**src/rtl/mem_responder.sv**
```systemverilog
// Purpose : arbitrates dcache/icache word requests onto a single-port, variable-latency RAM.
// Latency : grant registered in IDLE; min 2 cycles per word (grant + ACCESS), each word re-arbitrates.
// Backpr. : requester holds request and sees wait=1 until its ACCESS cycle; aborts on timeout/ERROR.
// Ports   : CLK/nRST; dcache dREN,dWEN,daddr,dstore -> dwait,dload; icache iREN,iaddr -> iwait,iload;
//           RAM ramREN,ramWEN,ramaddr,ramstore <- ramload,ramstate; stats d_acc_cnt,i_acc_cnt,timeout_err.
module mem_responder #(
   parameter int TIMEOUT      = 64,
   parameter int STARVE_LIMIT = 4
) (
   input  logic        CLK,
   input  logic        nRST,
   input  logic        dREN,
   input  logic        dWEN,
   input  logic [31:0] daddr,
   input  logic [31:0] dstore,
   output logic        dwait,
   output logic [31:0] dload,
   input  logic        iREN,
   input  logic [31:0] iaddr,
   output logic        iwait,
   output logic [31:0] iload,
   output logic        ramREN,
   output logic        ramWEN,
   output logic [31:0] ramaddr,
   output logic [31:0] ramstore,
   input  logic [31:0] ramload,
   input  logic [1:0]  ramstate,
   output logic [31:0] d_acc_cnt,
   output logic [31:0] i_acc_cnt,
   output logic        timeout_err
);

   typedef enum logic [1:0] {IDLE, DSERV, ISERV} state_t;

   localparam logic [1:0] RAM_ACCESS = 2'd2;
   localparam logic [1:0] RAM_ERROR  = 2'd3;
   localparam int WW = $clog2(TIMEOUT + 1);
   localparam int SW = $clog2(STARVE_LIMIT + 1);
   localparam logic [WW-1:0] WAIT_LAST  = WW'(TIMEOUT - 1);
   localparam logic [SW-1:0] STARVE_MAX = SW'(STARVE_LIMIT);

   state_t        state, next_state;
   logic [WW-1:0] wait_cnt;
   logic [SW-1:0] starve_cnt;

   logic dreq, req_live, ram_access, ram_error;
   logic withdraw, err_abort, done, tmo;

   assign dreq       = dREN | dWEN;
   assign ram_access = (ramstate == RAM_ACCESS);
   assign ram_error  = (ramstate == RAM_ERROR);

   // Request of whichever side currently owns the RAM; 0 in IDLE.
   assign req_live  = (state == DSERV) ? dreq : (state == ISERV) ? iREN : 1'b0;
   assign withdraw  = (state != IDLE) & ~req_live;
   assign done      = req_live & ram_access;
   assign err_abort = req_live & ram_error;
   // Last permitted cycle without ACCESS: give up and free the RAM for the other side.
   assign tmo       = req_live & ~ram_access & ~ram_error & (wait_cnt == WAIT_LAST);

   assign dload = ramload;
   assign iload = ramload;

   always_comb begin
      next_state = state;
      dwait      = 1'b1;
      iwait      = 1'b1;
      ramREN     = 1'b0;
      ramWEN     = 1'b0;
      ramaddr    = '0;
      ramstore   = '0;
      case (state)
         IDLE: begin
            // Anti-starvation override first, then dcache has natural priority.
            if ((starve_cnt == STARVE_MAX) && iREN) next_state = ISERV;
            else if (dreq)                          next_state = DSERV;
            else if (iREN)                          next_state = ISERV;
         end
         DSERV: begin
            ramaddr  = daddr;
            ramstore = dstore;
            ramWEN   = dWEN;            // write wins when both bits are set
            ramREN   = dREN & ~dWEN;
            if (done) dwait = 1'b0;
            if (withdraw | err_abort | done | tmo) next_state = IDLE;
         end
         ISERV: begin
            ramaddr = iaddr;
            ramREN  = iREN;
            if (done) iwait = 1'b0;
            if (withdraw | err_abort | done | tmo) next_state = IDLE;
         end
         default: next_state = IDLE;
      endcase
   end

   always_ff @(posedge CLK or negedge nRST) begin
      if (!nRST) begin
         state       <= IDLE;
         wait_cnt    <= '0;
         starve_cnt  <= '0;
         d_acc_cnt   <= '0;
         i_acc_cnt   <= '0;
         timeout_err <= 1'b0;
      end else begin
         state <= next_state;

         // Held at 0 in IDLE so every grant starts its timeout window fresh.
         if (state == IDLE)    wait_cnt <= '0;
         else if (!ram_access) wait_cnt <= wait_cnt + 1'b1;

         if ((state == DSERV) && done) d_acc_cnt <= d_acc_cnt + 32'd1;
         if ((state == ISERV) && done) i_acc_cnt <= i_acc_cnt + 32'd1;

         if (err_abort | tmo) timeout_err <= 1'b1;

         if ((state == DSERV) && done && iREN) begin
            if (starve_cnt != STARVE_MAX) starve_cnt <= starve_cnt + 1'b1;
         end else if (((state == ISERV) && done) || ((state == IDLE) && !iREN)) begin
            starve_cnt <= '0;
         end
      end
   end

endmodule

```
**config.mk**
```make
export PLATFORM = sky130hd
export DESIGN_NAME = mem_responder
export DESIGN_NICKNAME = d
export VERILOG_FILES = /design/src/rtl/mem_responder.sv
export SDC_FILE = /design/constraint.sdc
export NUM_CORES = 1
export LEC_CHECK = 0
export BUFFER_PORTS_ARGS = -buffer_cell sky130_fd_sc_hd__buf_4
export CELL_PAD_IN_SITES_DETAIL_PLACEMENT = 0
export CELL_PAD_IN_SITES_GLOBAL_PLACEMENT = 1
export CORE_MARGIN = 2
export CORE_UTILIZATION = 25
export DETAILED_ROUTE_END_ITERATION = 12
export PLACE_DENSITY_LB_ADDON = 0.1
export RECOVER_POWER = 50
export SYNTH_ARGS = -nofsm -noshare
export SYNTH_HDL_FRONTEND = slang
export SYNTH_SLANG_ARGS = --single-unit
```
**constraint.sdc**
```tcl
create_clock -name CLK -period 2.5 [get_ports CLK]
set_input_delay 0.75 -clock CLK [delete_from_list [all_inputs] [get_ports CLK]]
set_output_delay 0.75 -clock CLK [all_outputs]
set_load 0.01 [all_outputs]
```
* Word-level counts from Yosys, hierarchy flattened *
Index checks and enable logic that the tools add are counted.
Widths: inputs -> output; s select.

word-level totals
  bits of input ports = 135
  output and inout port bits = 197
  bits in latches = 0
  logic and storage cells = 69
  memory bits (writable) = 0
  bits in registers = 77
  memories kept = 0
  memory bits (read-only) = 0

operators by class
  eq/ne operators = 11
  mux-type cells = 19
  $lt $le $gt $ge = 0
  reductions and logical operators = 13
  shifts and indexed selects = 0
  $add $sub $neg = 4
  bitwise operators = 16
  divide/modulo/power cells = 0
  multiply operators = 0

operators by type and width
  kind                   number
  $add 32x1->32 const B  2
  $pmux 32 s2            1
  $mux 32                1
  $mux 7                 2
  $mux 3                 3
  $mux 2                 4
  $add 7x1->7 const B    1
  $and 1x1->1            7
  $eq 7x6->1 const B     1
  $eq 2x2->1 const B     3
  $mux 1                 6
  $ne 2x1->1 const B     3
  $logic_and 1x1->1      5
  $or 1x1->1             5
  $ne 4x4->1 const B     1
  $not 1->1              4
  $pmux 2 s2             1
  $reduce_and 2->1       2
  $reduce_bool 2->1      2
  $add 3x1->3 const B    1
  $eq 3x3->1 const B     1
  $ne 3x3->1 const B     1
  $eq 2x1->1 const B     1
  $logic_not 2->1        1
  other kinds (4)        4

* Logic depth before layout (Yosys ltp) *
Gate-level depths: netlist of run 1.

  depth after elaboration = 10
  mapped depth = 10
  gate-level depth less buffers = 8

* Worst setup path after synthesis of run 1 *
OpenSTA, ideal clock, no wires.

  path type = input -> output
  from = input port dREN
  to = output port dwait
  arrival = 1.566 ns
  stages on the path = 5
  setup slack = 0.184 ns
  path buffers = 2
  path through = or2_2 buf_2 and2_1 clkbuf_1 inv_1

between the ends
  cells in the longest elaborated chain, start to end = 5

RTL lines
  element      line  source
  from (decl)  12    input logic dREN,
  $or 1x1->1   49    assign dreq = dREN | dWEN;
  $mux 1       54    assign req_live = (state == DSERV) ? dreq : (state == ISERV) ? iREN : 1'b0;
  $and 1x1->1  56    assign done = req_live & ram_access;
  $mux 1       84    if (done) dwait = 1'b0;
  $mux 1       72    case (state)
  to (decl)    16    output logic dwait,

Every way passes these cells.

* Final worst setup path of run 1 *
  from = register state[1]
  to = output port ramaddr[17]

between the ends
  cells in the longest elaborated chain, start to end = 2
  elaborated cells on any way between the ends = 3

RTL lines
  element                                   line  source
  from (decl)                               42    state_t state, next_state;
  from (signal assigned)                    106   state <= next_state;
  $eq 2x2->1 or $eq 2x1->1 (tied branches)  72
  $pmux 32 s2 *                             72
  to (decl)                                 24    output logic [31:0] ramaddr,

Every way passes the cells marked *; elsewhere a longest branch is shown, timed or not.

==> metrics.md, run 1 <==
| Metric | Value |
|---|---|
| Critical Path End Type | `output port` |
| Lkg Pwr | `0.00342 uW` |
| Pin count of the biggest net entering global routing | `between 60 and 70` |
| Vias per cell | `4.40` |
| Min-Delay Path Class | `reg2reg` |
| Worst hold stages | `1` |
| Number of synthesized flops with an enable pin | `0` |
| Number of global-route vias before repair | `just over 4,000` |
| TritonCTS Buffers | `9` |
| Crit path launch type | `register` |
| Worst-margin pin slew | `approximately 1 ns` |
| Slew headroom | `0.337` |
| Port Buf Inserts | `235` |
| Initial core utilization | `0.253` |
| Sequential power share | `0.243` |
| Antenna viol nets, final | `0` |
| Die ar. | `between 20,000 and 25,000 um^2` |
| FF+latch count, synth | `between 70 and 80` |
| Outcome | `complete, no violations` |
| Post-Layout Cell Count | `965` |
| DR pass1 iterations | `4` |
| Netlist Area Pre-Place | `4870 um^2` |
| Row cnt | `51` |
| Final WL | `around 16,000 um` |
| Clock share of power | `0.241` |
| Max_cap viols | `0` |
| Critical path peak fanout | `13` |
| WL per Instance | `around 17 um` |
| Die H | `around 140 um` |
| PnR Total Power | `just under 6000 uW` |
| Clk buf depth | `2` |
| Sink Count | `between 70 and 80` |
| # diodes | `0` |
| # fillers | `2,007` |
| Asr flop ratio synth | `1.00` |
| Fmax | `between 0.4 and 0.5 GHz` |
| Die Wd | `approximately 140 um` |
| Layout cells sized above 1 | `0.426` |
| H-tree Lvls | `3` |
| RePlAce Congestion | `roughly 0.8` |
| Syn. warnings | `0` |
| Synth-to-Final Area Change | `45.0%` |
| Max-slew violations | `0` |
| Global Route Usage Sum | `0.148` |
| Syn Area/Cell | `~9.5 um^2` |
| # hold bufs at CTS | `0` |
| Synth unique cells | `46` |
| Vias | `4,242` |
| Sequential area share after synthesis | `0.395` |
| Root buffer cell | `clkbuf_16` |
| Ports | `around 330` |
| Sw frac | `0.345` |
| Worst EP required | `about 1.8 ns` |
| Comb power frac | `0.516` |
| Final worst-path cycle share | `0.983` |
| First-pass GRT wire length | `around 23,000 um` |
| Placed Instances | `approximately 940` |
| Worst Reg-to-Reg Cells | `8` |
| Final setup fails | `0` |
| Internal power | `between 3000 and 4000 uW` |
| DP Wirelength | `about 13,000 um` |
| Core box area | `just under 20,000 um^2` |
| Syn Inst Count | `just over 500` |
| Initial antenna violation count | `0` |
| Nets | `between 800 and 900` |
| Psw | `about 2100 uW` |
| Fin Clk Skew | `0.00976 ns` |
| Final worst path period need | `~2.5 ns` |
| TritonCTS clock tree | `done` |
| Total gr overflow | `0` |
| Clock transition at the registers of the reported paths | `around 0.06 ns` |
| CP Data Arrival Time | `roughly 1.7 ns` |
| Total power divided by cell area | `around 840 nW/um^2` |
| Post-Syn Nets | `between 600 and 700` |
| Commonest register cell after synthesis | `dfrtp_1` |
| DRC violations left | `0` |
| Final hold viol count | `0` |
| Crit Path Class | `reg2out` |
| DRT iter0 DRCs | `about 110` |
| Worst skew pair latency | `~0.34 ns` |
| Maximum vdd drop | `395 uV` |
| RSZ-0062 raised after global routing | `true` |
## flip-flops by register name, indices dropped and copies added, names as in the netlist
name	count
d_acc_cnt	32
i_acc_cnt	32
starve_cnt	3
timeout_err	1
state	2
wait_cnt	7
## power groups by stage
stage / logic, uW / clock network (uW) / registers, uW
after floorplan: 1490 / 0 / 1460
after detailed placement: 2730 / 0 / 1460
final: 3070 / 1430 / 1450
after CTS: 2750 / 1480 / 1450
after global routing: 3300 / 1530 / 1460
after global placement: 2720 / 0 / 1460
## layout by cell type, fill, tap and decap left out, types with 2 or more instances in the layout
cell / Yosys / final
clkbuf_8: 0 / 2
and4_1: 4 / 4
buf_6: 0 / 2
a21oi_1: 2 / 2
clkbuf_16: 0 / 12
nor3_1: 5 / 5
inv_2: 1 / 3
xnor2_1: 42 / 42
nor4b_1: 2 / 2
and2_1: 36 / 35
nand3b_1: 3 / 3
ha_1: 8 / 6
nor4_4: 2 / 2
a22oi_1: 32 / 28
a22oi_2: 0 / 4
nand3_1: 18 / 18
nor2b_1: 33 / 33
nand4_2: 2 / 2
dfrtp_1: 77 / 76
or2_1: 2 / 2
nor4_2: 2 / 2
buf_12: 0 / 5
nand2_1: 35 / 35
ha_4: 0 / 2
and3_1: 12 / 12
xor2_1: 25 / 25
inv_1: 10 / 8
o21ai_0: 3 / 3
nand4_1: 20 / 20
mux2i_1: 2 / 2
nor3_2: 4 / 4
bufinv_16: 0 / 2
nor2_1: 27 / 27
clkbuf_1: 16 / 4
buf_4: 67 / 244
## cell type report
type	instances	area, um^2	share of cell area
multi-input combinational	338	2380	0.337
timing repair buffer	258	2060	0.291
sequential	77	1930	0.273
clock inverter	3	67.6	0.00956
tap	265	332	0.0469
clock buffer	13	260	0.0368
inverter	11	41.3	0.00584
## synth_stat cells (all sizes together) (9+ instances only)
cell type  count  share of area
dfrtp         77           0.40
clkbuf        16          0.012
and3          13          0.018
a22oi         32          0.049
xor2          26          0.048
inv           11         0.0085
xnor2         42          0.075
and2          36          0.046
nor2          27          0.021
nand2         35          0.027
nor2b         33          0.042
nor3           9          0.013
nand3         18          0.018
nand4         22          0.031
buf           69           0.11
## worst max-delay path, stage by stage (launching register included)
cell	delay (ns)
dfrtp_2	0.43
inv_2	0.09
ha_4	0.25
buf_12	0.14
clkbuf_16	0.15
a22oi_2	0.07
nor2b_1	0.12
buf_4	0.13
## cells by family after synthesis
kind of cell / after synthesis / share of synthesized area
AOI/OAI and AO/OA: 44 / 0.0655
and+or+nand+nor: 214 / 0.260
xor gates and xnor gates: 68 / 0.124
DFF: 77 / 0.395
buffers and inverters: 96 / 0.126
muxes: 4 / 0.00950
adders and majority gates: 8 / 0.0205
## final timing paths
check,endpoint,slack [ns],startpoint
hold reg to reg,i_acc_cnt[31],0.46,i_acc_cnt[31]
setup reg to reg,state[1],0.32,state[1]
max in group asynchronous,starve_cnt[2],0.45,nRST
min in group asynchronous,i_acc_cnt[15],0.55,nRST
hold / removal,i_acc_cnt[31],0.46,i_acc_cnt[31]
setup / recovery,ramaddr[17],0.04,state[1]
## stage by stage
| step | hold slack, ns | util | cell area, um^2 | worst slack [ns] | setup TNS, ns |
|---|---|---|---|---|---|
| 2_1_floorplan | 0.454 | - | 4870 | 0.184 | 0 |
| 4_1_cts | 0.282 | 0.357 | 6890 | 0.00840 | 0 |
| 3_5_place_dp | 0.460 | 0.340 | 6550 | 0.154 | 0 |
| 6_report | 0.464 | 0.367 | 7070 | 0.0418 | 0 |
| 3_3_place_gp | 0.459 | 0.340 | 6550 | 0.152 | 0 |
| 5_1_grt | 0.488 | 0.367 | 7070 | -0.0512 | -0.0943 |
## routing by layer
metal	global-route usage	vias to the layer above	part of all wire
met1	0.171	2021	0.39
met3	0.0590	16	0.085
met5	0	-	0
li1	-	2027	-
met4	0.0402	0	0.011
met2	0.253	178	0.51
## timing repair
| item | CTS | global route |
|---|---|---|
| endpoints found under the setup margin | 28 | 26 |
| resized for setup | 3 | 12 |
| gates cloned | 0 | 4 |
| setup buffers | 0 | 6 |
| pin swaps | 0 | 3 |
No activity file was read; power rests on OpenSTA's default activity.
==> run 2: changes to the inputs <==
Settings changed: PLACE_DENSITY_LB_ADDON 0.1 to 0.25.
==> metrics.md, run 2 (same netlist as run 1, synthesis figures left out) <==
| Metric | Value |
|---|---|
| Maximum vdd drop | `~450 uV` |
| Total power divided by cell area | `about 870 nW/um^2` |
| Slew headroom | `0.339` |
| Post-Layout Cell Count | `between 900 and 1,000` |
| Final core utilization | `0.375` |
| Final worst path period need | `~2.5 ns` |
| DR pass1 iterations | `4` |
| TritonCTS Buffers | `9` |
| Synth-to-Final Area Change | `48.1%` |
| Final worst-path cycle share | `0.999` |
| First-pass GRT wire length | `~24,000 um` |
| Die ar. | `20,600 um^2` |
| Top flop regs | `d_acc_cnt x32, i_acc_cnt x32, wait_cnt x7` |
| Clk buf depth | `2` |
| Initial core utilization | `0.253` |
| Final WL | `roughly 17,000 um` |
| DRC violations left | `0` |
| Number of global-route vias before repair | `roughly 4,200` |
| Lkg Pwr | `between 0.003 and 0.004 uW` |
| Placed Instances | `~940` |
| Pre-CTS WS | `~0.17 ns` |
| CP Data Arrival Time | `approximately 1.8 ns` |
| Crit path cell chain | `inv_2 > ha_4 > buf_12 > clkbuf_16 > a22oi_2 > nor2b_1 > buf_4` |
| Initial antenna violation count | `0` |
| Layout cells sized above 1 | `0.467` |
| WL per Instance | `17.6 um` |
| Sequential standard cell area | `a little under 2000 um^2` |
| Critical path peak fanout | `12` |
| DP Wirelength | `approximately 13,000 um` |
| H-tree Lvls | `3` |
| Commonest cells after routing, fill and taps aside | `buf_4, dfrtp_1, xnor2_1` |
| Worst EP required | `1.75 ns` |
| Pin count of the biggest net entering global routing | `between 40 and 50` |
| Clock transition at the registers of the reported paths | `approximately 0.06 ns` |
| DRT iter0 DRCs | `~130` |
| Critical Path End Type | `output port` |
| Crit path launch type | `register` |
| Nets | `between 800 and 900` |
| Crit Path Class | `reg2out` |
| Final WS setup | `roughly 0.0036 ns` |
| Fin Clk Skew | `about 0.0057 ns` |
| Worst-margin pin slew | `around 1 ns` |
| Ports | `around 330` |
| Global Route Usage Sum | `0.154` |
| RePlAce Congestion | `~0.78` |
| Sink Count | `slightly below 80` |
| Row cnt | `between 50 and 60` |
| # fillers | `1,965` |
| Total gr overflow | `0` |
| Fmax | `0.401 GHz` |
| Final setup fails | `0` |
| Slowest stage delay, CP | `approximately 0.42 ns` |
| R2R Setup Slk | `approximately 0.20 ns` |
| Port Buf Inserts | `between 200 and 250` |
| Vias per cell | `approximately 4.4` |
| Worst skew pair latency | `about 0.33 ns` |
| # hold bufs at CTS | `0` |
| Outcome | `complete, no violations` |
| Die H | `~140 um` |
| Final hold viol count | `0` |
| Critical path's top delay family | `buffers and inverters` |
| WP buf/inv | `4` |
| Max_cap viols | `0` |
| Min Hold Slack | `roughly 0.48 ns` |
| Design area | `between 7000 and 8000 um^2` |
| Multi-input gate area | `2530 um^2` |
| Antenna viol nets, final | `0` |
| # diodes | `0` |
| Max-slew violations | `0` |
| Commonest non-fill, non-tap cell in the layout | `buf_4` |
| Min-Delay Path Class | `reg2reg` |
| RSZ-0062 raised after global routing | `true` |
| Root buffer cell | `clkbuf_16` |
| Vias | `around 4,200` |
| Core box area | `19,300 um^2` |
| TritonCTS clock tree | `done` |
| CP max stage cell | `dfrtp_1` |
| Dpl cell area | `around 6500 um^2` |
| Die Wd | `about 140 um` |
==> run 2: cell types whose count changed in the layout (fill, tap and decap cells not counted), moves of 2 or more <==
cell / change
clkbuf_8: -2
clkbuf_1: -3
a22oi_2: +28
a22oi_1: -28
clkinv_4: +2
==> run 2: what timing repair did <==
item	in CTS	in global routing
gates resized for setup	3	41
pin swaps	2	23
gates cloned	0	4
buffers inserted	2	5
setup endpoints to repair	53	32
==> run 2: final timing paths <==
path	start	depth (start not counted)	endpoint
hold reg to reg	i_acc_cnt[31]	1	i_acc_cnt[31]
setup / recovery	state[1]	7	ramaddr[24]
min in group asynchronous	nRST	1	d_acc_cnt[22]
max in group asynchronous	nRST	2	i_acc_cnt[30]
setup reg to reg	state[1]	8	state[1]
hold / removal	i_acc_cnt[31]	1	i_acc_cnt[31]
==> run 2: area by class of cell <==
type | instances | share of cell area
Sequential cell | 77 | 0.267
Multi-Input combinational cell | 338 | 0.351
Clock inverter | 6 | 0.0156
Inverter | 11 | 0.00572
Tap cell | 265 | 0.0459
Clock buffer | 9 | 0.0312
Timing Repair Buffer | 257 | 0.284
==> run 2: power by group <==
part | internal [uW] | switching (uW) | leakage [uW]
Sequential | 1340 | 113 | 0.00104
Clock | 972 | 532 | 0.000165
Combinational | 1750 | 1560 | 0.00224
Total | 4050 | 2210 | 0.00345
==> run 2: per-layer routing <==
layer | GRT usage | up-vias | wire, um
met2 | 0.265 | 171 | 8800
met3 | 0.0407 | 13 | 1130
li1 | - | 2026 | -
met1 | 0.190 | 2034 | 6790
met4 | 0.0464 | 0 | 202
met5 | 0 | - | 0
==> run 2: stage by stage <==
step | setup TNS [ns] | total power (uW)
global placement | 0 | 4190
CTS | -0.0166 | 5800
detailed placement | 0 | 4240
floorplan | 0 | 2950
global route | -0.711 | 6620
finish | 0 | 6260
==> run 3: changes to the inputs <==
Settings changed: CELL_PAD_IN_SITES_DETAIL_PLACEMENT 0 to unset, CELL_PAD_IN_SITES_GLOBAL_PLACEMENT 1 to unset.
==> metrics.md, run 3 (same netlist as run 1, synthesis figures left out) <==
| Metric | Value |
|---|---|
| PnR Total Power | `between 6000 and 7000 uW` |
| Max-slew violations | `0` |
| Slew headroom | `0.343` |
| Final WL | `between 15,000 and 20,000 um` |
| Critical path peak fanout | `15` |
| Max_cap viols | `0` |
| DP Wirelength | `~15,000 um` |
| TritonCTS clock tree | `done` |
| DRT iter0 DRCs | `150` |
| Clk buf depth | `2` |
| RSZ-0062 raised after global routing | `true` |
| Synth-to-Final Area Change | `44.7%` |
| Vias per cell | `between 4 and 5` |
| Crit path cell chain | `inv_2 > ha_4 > clkbuf_16 > a22oi_1 > nor2b_1 > buf_4` |
| Core box area | `approximately 19,000 um^2` |
| Fin Clk Skew | `0.00458 ns` |
| Min-Delay Path Class | `reg2reg` |
| Worst EP required | `between 1.5 and 2 ns` |
| First-pass GRT wire length | `~26,000 um` |
| Commonest cells after routing, fill and taps aside | `buf_4, dfrtp_1, xnor2_1` |
| H-tree Lvls | `3` |
| Dpl cell area | `about 6500 um^2` |
| Antenna viol nets, final | `0` |
| Port Buf Inserts | `between 200 and 250` |
| Crit path launch type | `register` |
| Top flop regs | `d_acc_cnt x32, i_acc_cnt x32, wait_cnt x7` |
| # diodes | `0` |
| CP max stage cell | `dfrtp_1` |
| Outcome | `complete, no violations` |
| Final worst path period need | `around 2.4 ns` |
| Final worst-path cycle share | `0.979` |
| Total power divided by cell area | `about 860 nW/um^2` |
| Number of global-route vias before repair | `4,419` |
| Worst skew pair latency | `0.34 ns` |
| Clock transition at the registers of the reported paths | `about 0.06 ns` |
| Design area | `approximately 7100 um^2` |
| Pre-CTS WS | `0.174 ns` |
| Slowest stage delay, CP | `between 0.3 and 0.4 ns` |
| R2R Setup Slk | `roughly 0.21 ns` |
| Min Hold Slack | `between 0.4 and 0.5 ns` |
| Final setup fails | `0` |
| Final WS setup | `between 0.05 and 0.06 ns` |
| Row cnt | `between 50 and 60` |
| WL per Instance | `19.3 um` |
| DRC violations left | `0` |
| Root buffer cell | `clkbuf_16` |
| Die H | `approximately 140 um` |
| Pin count of the biggest net entering global routing | `43` |
| Maximum vdd drop | `about 400 uV` |
| Die Wd | `between 100 and 150 um` |
| Sink Count | `77` |
| Lkg Pwr | `roughly 0.0034 uW` |
| Vias | `4,336` |
| Crit Path Class | `reg2out` |
| Worst-margin pin slew | `roughly 0.99 ns` |
| Critical Path End Type | `output port` |
| Initial antenna violation count | `0` |
| RePlAce Congestion | `roughly 0.86` |
| CP Data Arrival Time | `roughly 1.7 ns` |
| Final hold viol count | `0` |
| DR pass1 iterations | `4` |
| Fmax | `around 0.41 GHz` |
| Total gr overflow | `0` |
| TritonCTS Buffers | `9` |
| Initial core utilization | `0.253` |
| # hold bufs at CTS | `0` |
| Nets | `approximately 840` |
| Global Route Usage Sum | `0.173` |
| Ports | `between 300 and 400` |
| Layout cells sized above 1 | `0.440` |
| Commonest non-fill, non-tap cell in the layout | `buf_4` |
| Die ar. | `slightly above 20,000 um^2` |
run 3: changes by cell type in the layout (fill, tap and decap cells not counted), moves of 3 or more:
| cell | change |
|---|---|
| nor2b_2 | +6 |
| a22oi_1 | +26 |
| a22oi_2 | -26 |
| nor2b_1 | -6 |
| buf_4 | +3 |
run 3: timing repair:
action                                  in CTS  in global routing
gates cloned                                 1                  3
gates resized for setup                      9                 17
endpoints found under the setup margin      52                 53
setup buffers                                4                  3
pin swaps                                    1                  2
run 3: worst paths after layout:
path,cells after the start,to,from
max,6,ramaddr[11],state[1]
min in group asynchronous,1,i_acc_cnt[19],nRST
max reg2reg,9,i_acc_cnt[14],state[0]
max in group asynchronous,2,d_acc_cnt[17],nRST
min,1,i_acc_cnt[31],i_acc_cnt[31]
min reg2reg,1,i_acc_cnt[31],i_acc_cnt[31]
run 3: worst max-delay path: cells and delay by family (launching register included):
kind | cells | cell delay (ns)
buf+inv | 3 | 0.47
flops | 1 | 0.38
fa+ha+maj | 1 | 0.27
compound gates | 1 | 0.09
simple gates | 1 | 0.14
run 3: per-layer routing:
| metal | up-vias | global-route usage | part of all wire |
|---|---|---|---|
| met5 | - | 0 | 0 |
| met3 | 18 | 0.0850 | 0.10 |
| met2 | 226 | 0.273 | 0.47 |
| met4 | 0 | 0.0402 | 0.019 |
| li1 | 2023 | - | - |
| met1 | 2069 | 0.211 | 0.41 |
run 3: layout make-up:
type | instances | area (um^2)
multi-input cells | 338 | 2420
clock buffers | 12 | 246
well taps | 265 | 332
flip-flops and latches | 77 | 1930
clock inverters | 4 | 47.5
fillers | 1976 | 12200
inverters | 11 | 41.3
repair buffers | 258 | 2040
run 3: stage by stage:
stage,instances,TNS (ns),utilization
2_1_floorplan,511,0,-
3_3_place_gp,938,0,0.339
3_5_place_dp,938,0,0.339
4_1_cts,959,-0.127,0.359
5_1_grt,965,-0.118,0.366
6_report,965,0,0.366
run 3: report_power, final:
group	internal, uW	switching (uW)
Sequential	1340	108
Clock	798	518
Combinational	1680	1600
Total	3820	2220
